`src/rtl/gshare_predictor_pkg.sv`:
```
// rtl/gshare_predictor_pkg.sv - counter encoding and saturating update helper for the gshare predictor
package gshare_predictor_pkg;

  localparam logic [1:0] BP_SNT = 2'b00;
  localparam logic [1:0] BP_WNT = 2'b01;
  localparam logic [1:0] BP_WT  = 2'b10;
  localparam logic [1:0] BP_ST  = 2'b11;

  function automatic logic [1:0] bp_sat_next(input logic [1:0] ctr, input logic taken);
    if (taken) begin
      return (ctr == BP_ST) ? BP_ST : ctr + 2'd1;
    end
    return (ctr == BP_SNT) ? BP_SNT : ctr - 2'd1;
  endfunction

endpackage

```
`src/rtl/gshare_predictor_perf_counters.sv`:
```
// rtl/gshare_predictor_perf_counters.sv - saturating branch and mispredict event counters
module gshare_predictor_perf_counters #(
  parameter int unsigned CNT_BITS = 16
) (
  input  logic                clk_i,
  input  logic                rst_i,
  input  logic                en_i,
  input  logic                miss_i,
  output logic [CNT_BITS-1:0] branch_cnt_o,
  output logic [CNT_BITS-1:0] mispredict_cnt_o
);

  logic [CNT_BITS-1:0] branch_q, branch_d;
  logic [CNT_BITS-1:0] miss_q, miss_d;

  // Counters hold at all-ones so long runs never read back as small numbers.
  always_comb begin
    branch_d = branch_q;
    miss_d   = miss_q;
    if (en_i) begin
      if (branch_q != '1) branch_d = branch_q + CNT_BITS'(1);
      if (miss_i && (miss_q != '1)) miss_d = miss_q + CNT_BITS'(1);
    end
  end

  always_ff @(posedge clk_i or negedge rst_i) begin
    if (!rst_i) begin
      branch_q <= '0;
      miss_q   <= '0;
    end else begin
      branch_q <= branch_d;
      miss_q   <= miss_d;
    end
  end

  assign branch_cnt_o     = branch_q;
  assign mispredict_cnt_o = miss_q;

endmodule

```
`src/rtl/gshare_predictor.sv`:
```
// rtl/gshare_predictor.sv - gshare direction predictor: PC^history indexed 2-bit counter table
module gshare_predictor
  import gshare_predictor_pkg::*;
#(
  parameter int unsigned INDEX_BITS = 6,
  parameter int unsigned GHR_BITS   = 6,
  parameter logic [1:0]  CTR_INIT   = BP_ST,
  parameter int unsigned CNT_BITS   = 16
) (
  input  logic                  clk_i,
  input  logic                  rst_i,
  input  logic [31:0]           lookup_pc_i,
  input  logic                  lookup_valid_i,
  output logic                  predict_o,
  output logic [INDEX_BITS-1:0] lookup_idx_o,
  input  logic                  update_i,
  input  logic [INDEX_BITS-1:0] update_idx_i,
  input  logic                  result_i,
  input  logic                  predicted_i,
  output logic [GHR_BITS-1:0]   ghr_o,
  output logic [CNT_BITS-1:0]   branch_cnt_o,
  output logic [CNT_BITS-1:0]   mispredict_cnt_o
);

  localparam int ENTRIES = 1 << INDEX_BITS;

  logic [1:0]            pht_q [ENTRIES];
  logic [1:0]            pht_wr_d;
  logic [GHR_BITS-1:0]   ghr_q, ghr_d;
  logic [INDEX_BITS-1:0] idx;
  logic                  unused_pc;

  assign unused_pc = ^{lookup_pc_i[31:INDEX_BITS+2], lookup_pc_i[1:0]};

  // Lookup reads pre-edge state only; a same-cycle update becomes visible next cycle.
  assign idx          = lookup_pc_i[INDEX_BITS+1:2] ^ INDEX_BITS'(ghr_q);
  assign lookup_idx_o = idx;
  assign predict_o    = lookup_valid_i & pht_q[idx][1];
  assign ghr_o        = ghr_q;

  assign pht_wr_d = bp_sat_next(pht_q[update_idx_i], result_i);

  generate
    if (GHR_BITS == 1) begin : g_ghr1
      assign ghr_d = result_i;
    end else begin : g_ghrn
      assign ghr_d = {ghr_q[GHR_BITS-2:0], result_i};
    end
  endgenerate

  always_ff @(posedge clk_i or negedge rst_i) begin
    if (!rst_i) begin
      ghr_q <= '0;
    end else if (update_i) begin
      ghr_q <= ghr_d;
    end
  end

  always_ff @(posedge clk_i or negedge rst_i) begin
    if (!rst_i) begin
      for (int i = 0; i < ENTRIES; i++) pht_q[i] <= CTR_INIT;
    end else if (update_i) begin
      pht_q[update_idx_i] <= pht_wr_d;
    end
  end

  gshare_predictor_perf_counters #(
    .CNT_BITS(CNT_BITS)
  ) u_perf (
    .clk_i           (clk_i),
    .rst_i           (rst_i),
    .en_i            (update_i),
    .miss_i          (predicted_i ^ result_i),
    .branch_cnt_o    (branch_cnt_o),
    .mispredict_cnt_o(mispredict_cnt_o)
  );

endmodule
```
`config.mk`:
```
export PLATFORM = sky130hd
export DESIGN_NAME = gshare_predictor
export DESIGN_NICKNAME = d
export VERILOG_FILES = /design/src/rtl/gshare_predictor_pkg.sv /design/src/rtl/gshare_predictor_perf_counters.sv /design/src/rtl/gshare_predictor.sv
export SDC_FILE = /design/constraint.sdc
export NUM_CORES = 1
export LEC_CHECK = 0
export CAP_MARGIN = 20
export CORE_MARGIN = 1.5
export CORE_UTILIZATION = 32
export DETAILED_ROUTE_END_ITERATION = 10
export GPL_TIMING_DRIVEN = 1
export HOLD_SLACK_MARGIN = 0.1
export PLACE_DENSITY = 0.5
export SKIP_CTS_REPAIR_TIMING = 1
export SLEW_MARGIN = 40
export SYNTH_ARGS = -nofsm -noshare
export SYNTH_HDL_FRONTEND = slang
export SYNTH_SLANG_ARGS = --single-unit
```
`constraint.sdc`:
```
create_clock -name clk_i -period 3 [get_ports clk_i]
set_clock_uncertainty 0.05 [all_clocks]
set_input_delay 0.45 -clock clk_i [delete_from_list [all_inputs] [get_ports clk_i]]
set_output_delay 0.45 -clock clk_i [all_outputs]
set_load 0.03 [all_outputs]
```
==> results of run 1 <==
## through the flow
step / instance area [um2] / hold WS [ns] / instances / util (%)
floorplan: 8366 / 0.1044 / 809 / -
global placement: 9866 / 0.3843 / 1245 / 38.84
detailed placement: 9866 / 0.3894 / 1245 / 38.84
CTS: 10520 / -0.07388 / 1277 / 41.42
global route: 10590 / 0.4211 / 1279 / 41.69
finish: 10590 / 0.4107 / 1279 / 41.69
## cells in the mapped netlist (all sizes together) (3+ instances only)
cell,number
nand2,219
o21ai,133
dfstp,128
dfrtp,38
mux4,26
mux2,25
nor2,22
mux2i,20
xnor2,20
nand3,19
buf,18
clkbuf,18
xor2,17
a22oi,15
inv,8
nand4,8
nor3,7
a221oi,6
nor2b,6
and3,5
and2,4
and4,4
a221o,3
a32oi,3
nor3b,3
o211ai,3
or3,3
## cell type report
class                      count  area [um2]  share of cell area, %
timing repair buffer         144        1328                  12.54
tap                          330       412.9                  3.899
clock buffer                  22       485.5                  4.585
sequential                   166        4315                  40.75
multi-input combinational    598        3845                  36.31
inverter                       9       33.78                 0.3190
clock inverter                10       168.9                  1.595
## worst max-delay path, cell delays in order, from the launching register on
cell	delay, ns
dfrtp_2	0.45
xor2_4	0.19
buf_12	0.16
mux4_2	0.50
mux4_2	0.54
mux2i_4	0.22
o22ai_2	0.14
buf_6	0.16
## layer usage
metal / up-vias / track usage, % / wire, um
met3: 22 / 3.207 / 974
met4: 0 / 5.331 / 327
met2: 145 / 30.02 / 11600
met5: - / 0 / 0
met1: 3214 / 27.56 / 11730
li1: 3141 / - / -
## sequential cells by signal, summed over array words and instances, names as in the netlist
register and cells:
u_perf.branch_cnt_o 16, u_perf.mispredict_cnt_o 16, pht_q 128, ghr_o 6
## cells in the final DEF (no fill, tap or decap), drive strengths merged, types with 3 or more instances in the layout
cell type / instances
clkinv: 6
nor3: 7
mux4: 26
nor2b: 6
or3: 3
a221oi: 6
a32oi: 3
o211ai: 3
a221o: 3
dfstp: 128
a22oi: 15
clkdlybuf4s50: 54
and2: 4
nand3: 19
buf: 87
inv: 9
clkbuf: 23
dfrtp: 38
and3: 5
and4: 4
xor2: 17
bufinv: 4
nor3b: 3
nand2: 219
mux2i: 20
nor2: 22
nand4: 8
xnor2: 20
o21ai: 133
mux2: 25
## final timing paths
kind                       startpoint                     endpoint  slack (ns)  depth (start not counted)
setup reg to reg            pht_q[16]                   pht_q[116]        0.16                          8
max in group asynchronous       rst_i                   pht_q[114]        1.59                          3
hold / removal             pht_q[124]                   pht_q[124]        0.41                          2
hold reg to reg            pht_q[124]                   pht_q[124]        0.41                          2
setup / recovery             ghr_o[0]                    predict_o       -0.30                          7
min in group asynchronous       rst_i  u_perf.mispredict_cnt_o[13]        0.50                          2
## power by group
part	switching, W	internal (W)
clock	0.000929	0.00150
combinational	0.000929	0.000759
sequential	0.000279	0.00269
total	0.00214	0.00495
## cells by family (layout without fill, tap and decap cells)
group	Yosys count	in the layout	synth area share, %
flops	166	166	51.79
mux	71	71	12.81
simple gates	308	308	15.85
xor+xnor	37	37	3.890
fa+ha+maj	4	4	0.5557
buf+inv	45	185	2.763
compound gates	178	178	12.35
==> out/qor.csv, run 1 <==
metric,value,unit
GR Util All Layers,19.27,%
share of flip-flops with an asynchronous set or reset,100.0,%
post-DP HPWL,17680,um
CP Capture Type,output pin,
failing checks,negative setup slack,
Die Ht,164.3,um
Max Clock Freq,303.3,MHz
first-pass GRT wire length,38810,um
Initial DRC Count,461,
synth top area cells,"dfstp_2 (40%), dfrtp_1 (11%), nand2_1 (9.9%), mux4_2 (7.0%), o21ai_0 (4.4%)",
Final #Nets,982,
Ports,89,
leading area contributor after synthesis,dfstp_2,
status,"complete, but fails checks",
Critical Path AT,2.80,ns
Post-Syn Instances,809,
sequential area share after synthesis,51.79,%
WS Path Type,flop to output pin,
Final min period,3.297,ns
startpoint types,flop,
die width,164.3,um
CTS root buffer,clkbuf_16,
Syn. warnings,0,
Synth Area per Inst,10.30,um2
Post-DRT Antenna Nets,0,
DR WL/cell,19.25,um
Port Buf Inserts,62,
#FFs+latches synth,166,
clk_lat worst skew,0.43,ns
max cap viols,0,
Syn Std Cell Area,0.008330,mm2
Final Cycle Share,109.9,%
global route overflow,0,
Vias,6522,
CP max FO,10,
post-DR vias/cell,5.099,
Tot Pwr,0.007086,W
Mapped Nets,855,
Rel. slew slack,62.26,%
final hold vios,0,
Residual DRC,0,
number of global-route vias before repair,6467,
CTS H-tree lvls,4,
final setup margin,-0.2971,ns
core box area,0.02540,mm2
WP data required,2.50,ns
CTS tree,yes,
Setup-failing EPs final,1,
hold crit path type,flop to flop,
synth-to-layout area growth,27.11,%
initial antenna violation count,0,
Post-synth top flop,dfstp_2,
clk sinks,166,
Place WS,-0.4489,ns
clk buf depth,2,
Slew @ Worst Pin,0.5640,ns
Sum Neg Setup Slack,-0.2971,ns
clock-pin slew on the worst setup and hold paths,0.06,ns
fillers,2434,
largest net degree at the start of global routing,60,
"EDFF count, synth",0,
Peak supply drop,359.1,uV
RSZ-0062 raised after global routing,yes,
site row count,58,
diode count,0,
"Distinct cells, synth",52,
Final Max Slew Viols,0,
GPL Wtd Cong,0.8303,
initial core utilization,32.80,%
power per standard cell area,669.2,mW/mm2
first drt pass iteration count,5,
layout cells sized above 1,32.56,%
Die ar.,0.02701,mm2
DRT Wirelength,24620,um
leakage power,4.070,nW
area share of the largest cell type after synthesis,40.37,%
clock buffer count from CTS,17,
Note: power is estimated with default switching activity, not from simulation.
==> run 2: changes to the inputs <==
--- a/config.mk
+++ b/config.mk
@@ -5,7 +5,7 @@
 export SDC_FILE = /design/constraint.sdc
 export NUM_CORES = 1
 export LEC_CHECK = 0
-export CAP_MARGIN = 20
+export CAP_MARGIN = 0
 export CORE_MARGIN = 1.5
 export CORE_UTILIZATION = 32
 export DETAILED_ROUTE_END_ITERATION = 10
==> results of run 2 <==
The final DEF is identical to that of run 1; final timing and power are the same.
==> patch: new RTL, settings of run 1 <==
Register the inputs `lookup_pc_i`, `lookup_valid_i`, `update_i`, `update_idx_i`, `result_i` and `predicted_i` before use, without a reset. The logic sees them one clock later.
--- a/src/rtl/gshare_predictor.sv
+++ b/src/rtl/gshare_predictor.sv
@@ -26,2 +26,18 @@
 
+  logic [31:0] lookup_pc_q;
+  logic lookup_valid_q;
+  logic update_q;
+  logic [INDEX_BITS-1:0] update_idx_q;
+  logic result_q;
+  logic predicted_q;
+
+  always_ff @(posedge clk_i) begin
+    lookup_pc_q    <= lookup_pc_i;
+    lookup_valid_q <= lookup_valid_i;
+    update_q       <= update_i;
+    update_idx_q   <= update_idx_i;
+    result_q       <= result_i;
+    predicted_q    <= predicted_i;
+  end
+
   logic [1:0]            pht_q [ENTRIES];
@@ -32,11 +48,11 @@
 
-  assign unused_pc = ^{lookup_pc_i[31:INDEX_BITS+2], lookup_pc_i[1:0]};
+  assign unused_pc = ^{lookup_pc_q[31:INDEX_BITS+2], lookup_pc_q[1:0]};
 
   // Lookup reads pre-edge state only; a same-cycle update becomes visible next cycle.
-  assign idx          = lookup_pc_i[INDEX_BITS+1:2] ^ INDEX_BITS'(ghr_q);
+  assign idx          = lookup_pc_q[INDEX_BITS+1:2] ^ INDEX_BITS'(ghr_q);
   assign lookup_idx_o = idx;
-  assign predict_o    = lookup_valid_i & pht_q[idx][1];
+  assign predict_o    = lookup_valid_q & pht_q[idx][1];
   assign ghr_o        = ghr_q;
 
-  assign pht_wr_d = bp_sat_next(pht_q[update_idx_i], result_i);
+  assign pht_wr_d = bp_sat_next(pht_q[update_idx_q], result_q);
 
@@ -44,5 +60,5 @@
     if (GHR_BITS == 1) begin : g_ghr1
-      assign ghr_d = result_i;
+      assign ghr_d = result_q;
     end else begin : g_ghrn
-      assign ghr_d = {ghr_q[GHR_BITS-2:0], result_i};
+      assign ghr_d = {ghr_q[GHR_BITS-2:0], result_q};
     end
@@ -53,3 +69,3 @@
       ghr_q <= '0;
-    end else if (update_i) begin
+    end else if (update_q) begin
       ghr_q <= ghr_d;
@@ -61,4 +77,4 @@
       for (int i = 0; i < ENTRIES; i++) pht_q[i] <= CTR_INIT;
-    end else if (update_i) begin
-      pht_q[update_idx_i] <= pht_wr_d;
+    end else if (update_q) begin
+      pht_q[update_idx_q] <= pht_wr_d;
     end
@@ -71,4 +87,4 @@
     .rst_i           (rst_i),
-    .en_i            (update_i),
-    .miss_i          (predicted_i ^ result_i),
+    .en_i            (update_q),
+    .miss_i          (predicted_q ^ result_q),
     .branch_cnt_o    (branch_cnt_o),
Behaviour: not the same (a bounded check fails within 4 cycles, from zero or initial values and one cycle with rst_i low).
==> patch against run 1 <==
- the run still ends with setup timing left
- cell area is 5.4% higher
- via count is 0.40% lower
- total power is 4.9% higher
- count of clock-buffer cells in the layout is 3 lower
- sequential cell count is 16 higher
- critical path depth stayed put
- synthesized area is 8.2% higher
- routed wire length is 0.17% higher
- setup slack worse by 80 ps
- register-to-register slack better by 30 ps
- critical path type unchanged
- largest cell class unchanged
- highest routed layer unchanged
==> patch: results (changes against run 1) <==
| Stage | Item | Value | Change |
| --- | --- | --- | --- |
| logic synthesis | Post-synth ARST share | 0.912 | -0.0879 |
| final layout | Register with the most flip-flops | pht_q |  |
| final layout | Layout cells sized above 1 | 0.362 | +0.0369 |
| cts | Clock latency on the worst-skew pair | 430 ps | about the same |
| logic synthesis | Cell types with the highest counts after synthesis | sky130_fd_sc_hd__nand2_1, sky130_fd_sc_hd__dfstp_2, sky130_fd_sc_hd__o21ai_2, sky130_fd_sc_hd__o21ai_0, sky130_fd_sc_hd__dfrtp_1 |  |
| placement | Routability congestion estimate | 0.798 | -3.9% |
| grt | First-pass GRT wire length | 38.8 mm | about the same |
| grt | Global-route total usage across every layer | 0.178 | -0.0146 |
| logic synthesis | Dominant register cell in the synthesized netlist | sky130_fd_sc_hd__dfstp_2 |  |
| logic synthesis | Syn Nets | 877 | +2.6% |
| logic synthesis | Sequential share of the synthesized area | 0.514 | -0.00393 |
| pwr | Worst-case vdd ir drop | 0.000515 V | +43% |
| logic synthesis | Biggest area contributors in the synthesized netlist | sky130_fd_sc_hd__dfstp_2, sky130_fd_sc_hd__dfrtp_1, sky130_fd_sc_hd__nand2_1 |  |
| logic synthesis | Distinct cell type count after synthesis | 60 | +15% |
| cts | Deepest level of the CTS H-tree | 4 | unchanged |
| run status | Violations in the final reports | setup timing |  |
| timing | Transition time at the pin with the least slew margin | 829 ps | +265 ps |
| final layout | Max FFs per register | 128 | unchanged |
| timing | Slack of the critical path | -377 ps | -80.0 ps |
| timing | Endpoints failing setup | 1 | unchanged |
| cts | Clock slew seen by the registers of the worst setup and hold paths | 70 ps |  |
| grt | Pin count of the biggest net entering global routing | 82 | +37% |
| detailed routing | Drt wl/cell | 18.6 um | -3.5% |
| detailed routing | Number of DRC violations after detailed-routing iteration 0 | 363 | -21% |
| run status | Result of the run | complete, but fails checks |  |
| detailed routing | Detailed-router iteration count before antenna repair | 7 | +2 |
| logic synthesis | Warnings from Yosys | 0 | unchanged |
| placement | DP Wirelength | 17.1 mm | -3.1% |
| placement | Post-placement worst setup slack | 67.2 ps | +516 ps |
| placement | Port Buf Inserts | 62 | unchanged |
| grt | Vias in the first global route | 6540 | +1.1% |
| pwr | Leak | 4.24 nW | +4.1% |
| cts | CTS buffer count | 17 | unchanged |
| hold path | Path category of the worst min-delay check | input port to flip-flop |  |
| final layout | Total Nets Final | 982 | unchanged |
| worst setup path | Maximum fanout along the worst path | 6 | -4 |
| grt | Number of antenna violations at the first check in global routing | 0 | unchanged |
| cts | Clock Tree Buf Depth | 2 | unchanged |
| final layout | Most common cell after layout, fill and taps aside | sky130_fd_sc_hd__nand2_1 |  |
| worst setup path | WP data arrival | 2880 ps | +80 ps |
| final layout | N_diodes | 0 | unchanged |
| timing | Final TNS setup | -377 ps | -80.0 ps |
| cts | CTS Root Cell | sky130_fd_sc_hd__clkbuf_16 |  |
| detailed routing | Vias per inst | 4.90 | -4.0% |
| placement | DP Area | 10400 um^2 | +5.9% |
-- patch: cell types whose count changed in the layout (fill, tap and decap cells not counted), moves of 9 or more --
cell | run 1 | this run
sky130_fd_sc_hd__mux2_2 | 25 | 14
sky130_fd_sc_hd__a21oi_1 | 0 | 9
sky130_fd_sc_hd__o21ai_0 | 73 | 51
sky130_fd_sc_hd__o21ai_1 | 59 | 21
sky130_fd_sc_hd__dfxtp_1 | 0 | 13
sky130_fd_sc_hd__buf_4 | 75 | 50
sky130_fd_sc_hd__a22oi_1 | 15 | 4
sky130_fd_sc_hd__o21ai_2 | 1 | 60
-- patch: worst max-delay path, cell delays in order, from the launching register on --
cell                      delay, ps
sky130_fd_sc_hd__dfrtp_2        450
sky130_fd_sc_hd__xor2_4         260
sky130_fd_sc_hd__buf_12         180
sky130_fd_sc_hd__mux4_2         550
sky130_fd_sc_hd__mux4_2         500
sky130_fd_sc_hd__mux2i_2        200
sky130_fd_sc_hd__o22ai_2        140
sky130_fd_sc_hd__buf_6          160
-- patch: logic make-up (layout without fill, tap and decap cells) --
family	Yosys count	in the layout	synth area share
AO/OA/AOI/OAI	182	182	0.141
multiplexers	67	67	0.118
buffers and inverters	49	167	0.0327
XOR/XNOR	37	37	0.0359
flip-flops	182	182	0.514
AND/OR/NAND/NOR	310	310	0.153
adder cells (fa/ha/maj)	4	4	0.00555
-- patch: layout make-up --
| class | count | area, um^2 |
|---|---|---|
| sequential | 182 | 4640 |
| multi-input combinational | 600 | 4130 |
| timing repair buffer | 125 | 1250 |
| tap | 378 | 473 |
| clock inverter | 13 | 188 |
| fill | 2761 | 16600 |
| inverter | 10 | 37.5 |
| clock buffer | 19 | 433 |
-- patch: path summary, 6_finish.rpt --
check                                      from               to  slack, ps  depth (start not counted)
worst max-delay path                   ghr_o[0]        predict_o       -380                          7
worst min-delay path            update_idx_i[1]  update_idx_q[1]        400                          1
worst max register to register  update_idx_q[2]        pht_q[46]        190                          8
worst min register to register        pht_q[20]        pht_q[20]        420                          2
max in group asynchronous                 rst_i        pht_q[19]       1560                          3
min in group asynchronous                 rst_i         ghr_o[3]        630                          2
-- patch: metal layers --
| layer | track usage | routed length (um) | vias to the layer above |
|---|---|---|---|
| li1 | - | - | 3170 |
| met1 | 0.253 | 11900 | 3181 |
| met2 | 0.272 | 11300 | 134 |
| met3 | 0.0449 | 1250 | 11 |
| met4 | 0.0408 | 243 | 0 |
| met5 | 0 | 0 | - |
-- patch: per-stage QoR --
stage	std cells	power, mW
floorplan	831	4.32
global placement	1290	5.03
detailed placement	1290	5.05
CTS	1322	7.49
global route	1327	7.81
finish	1327	7.44
-- patch: power by group --
group          internal, mW  total, mW  switching [mW]
clock network          1.35       2.40            1.05
registers              2.96       3.27           0.313
logic                 0.793       1.77           0.973
total                  5.10       7.44            2.34
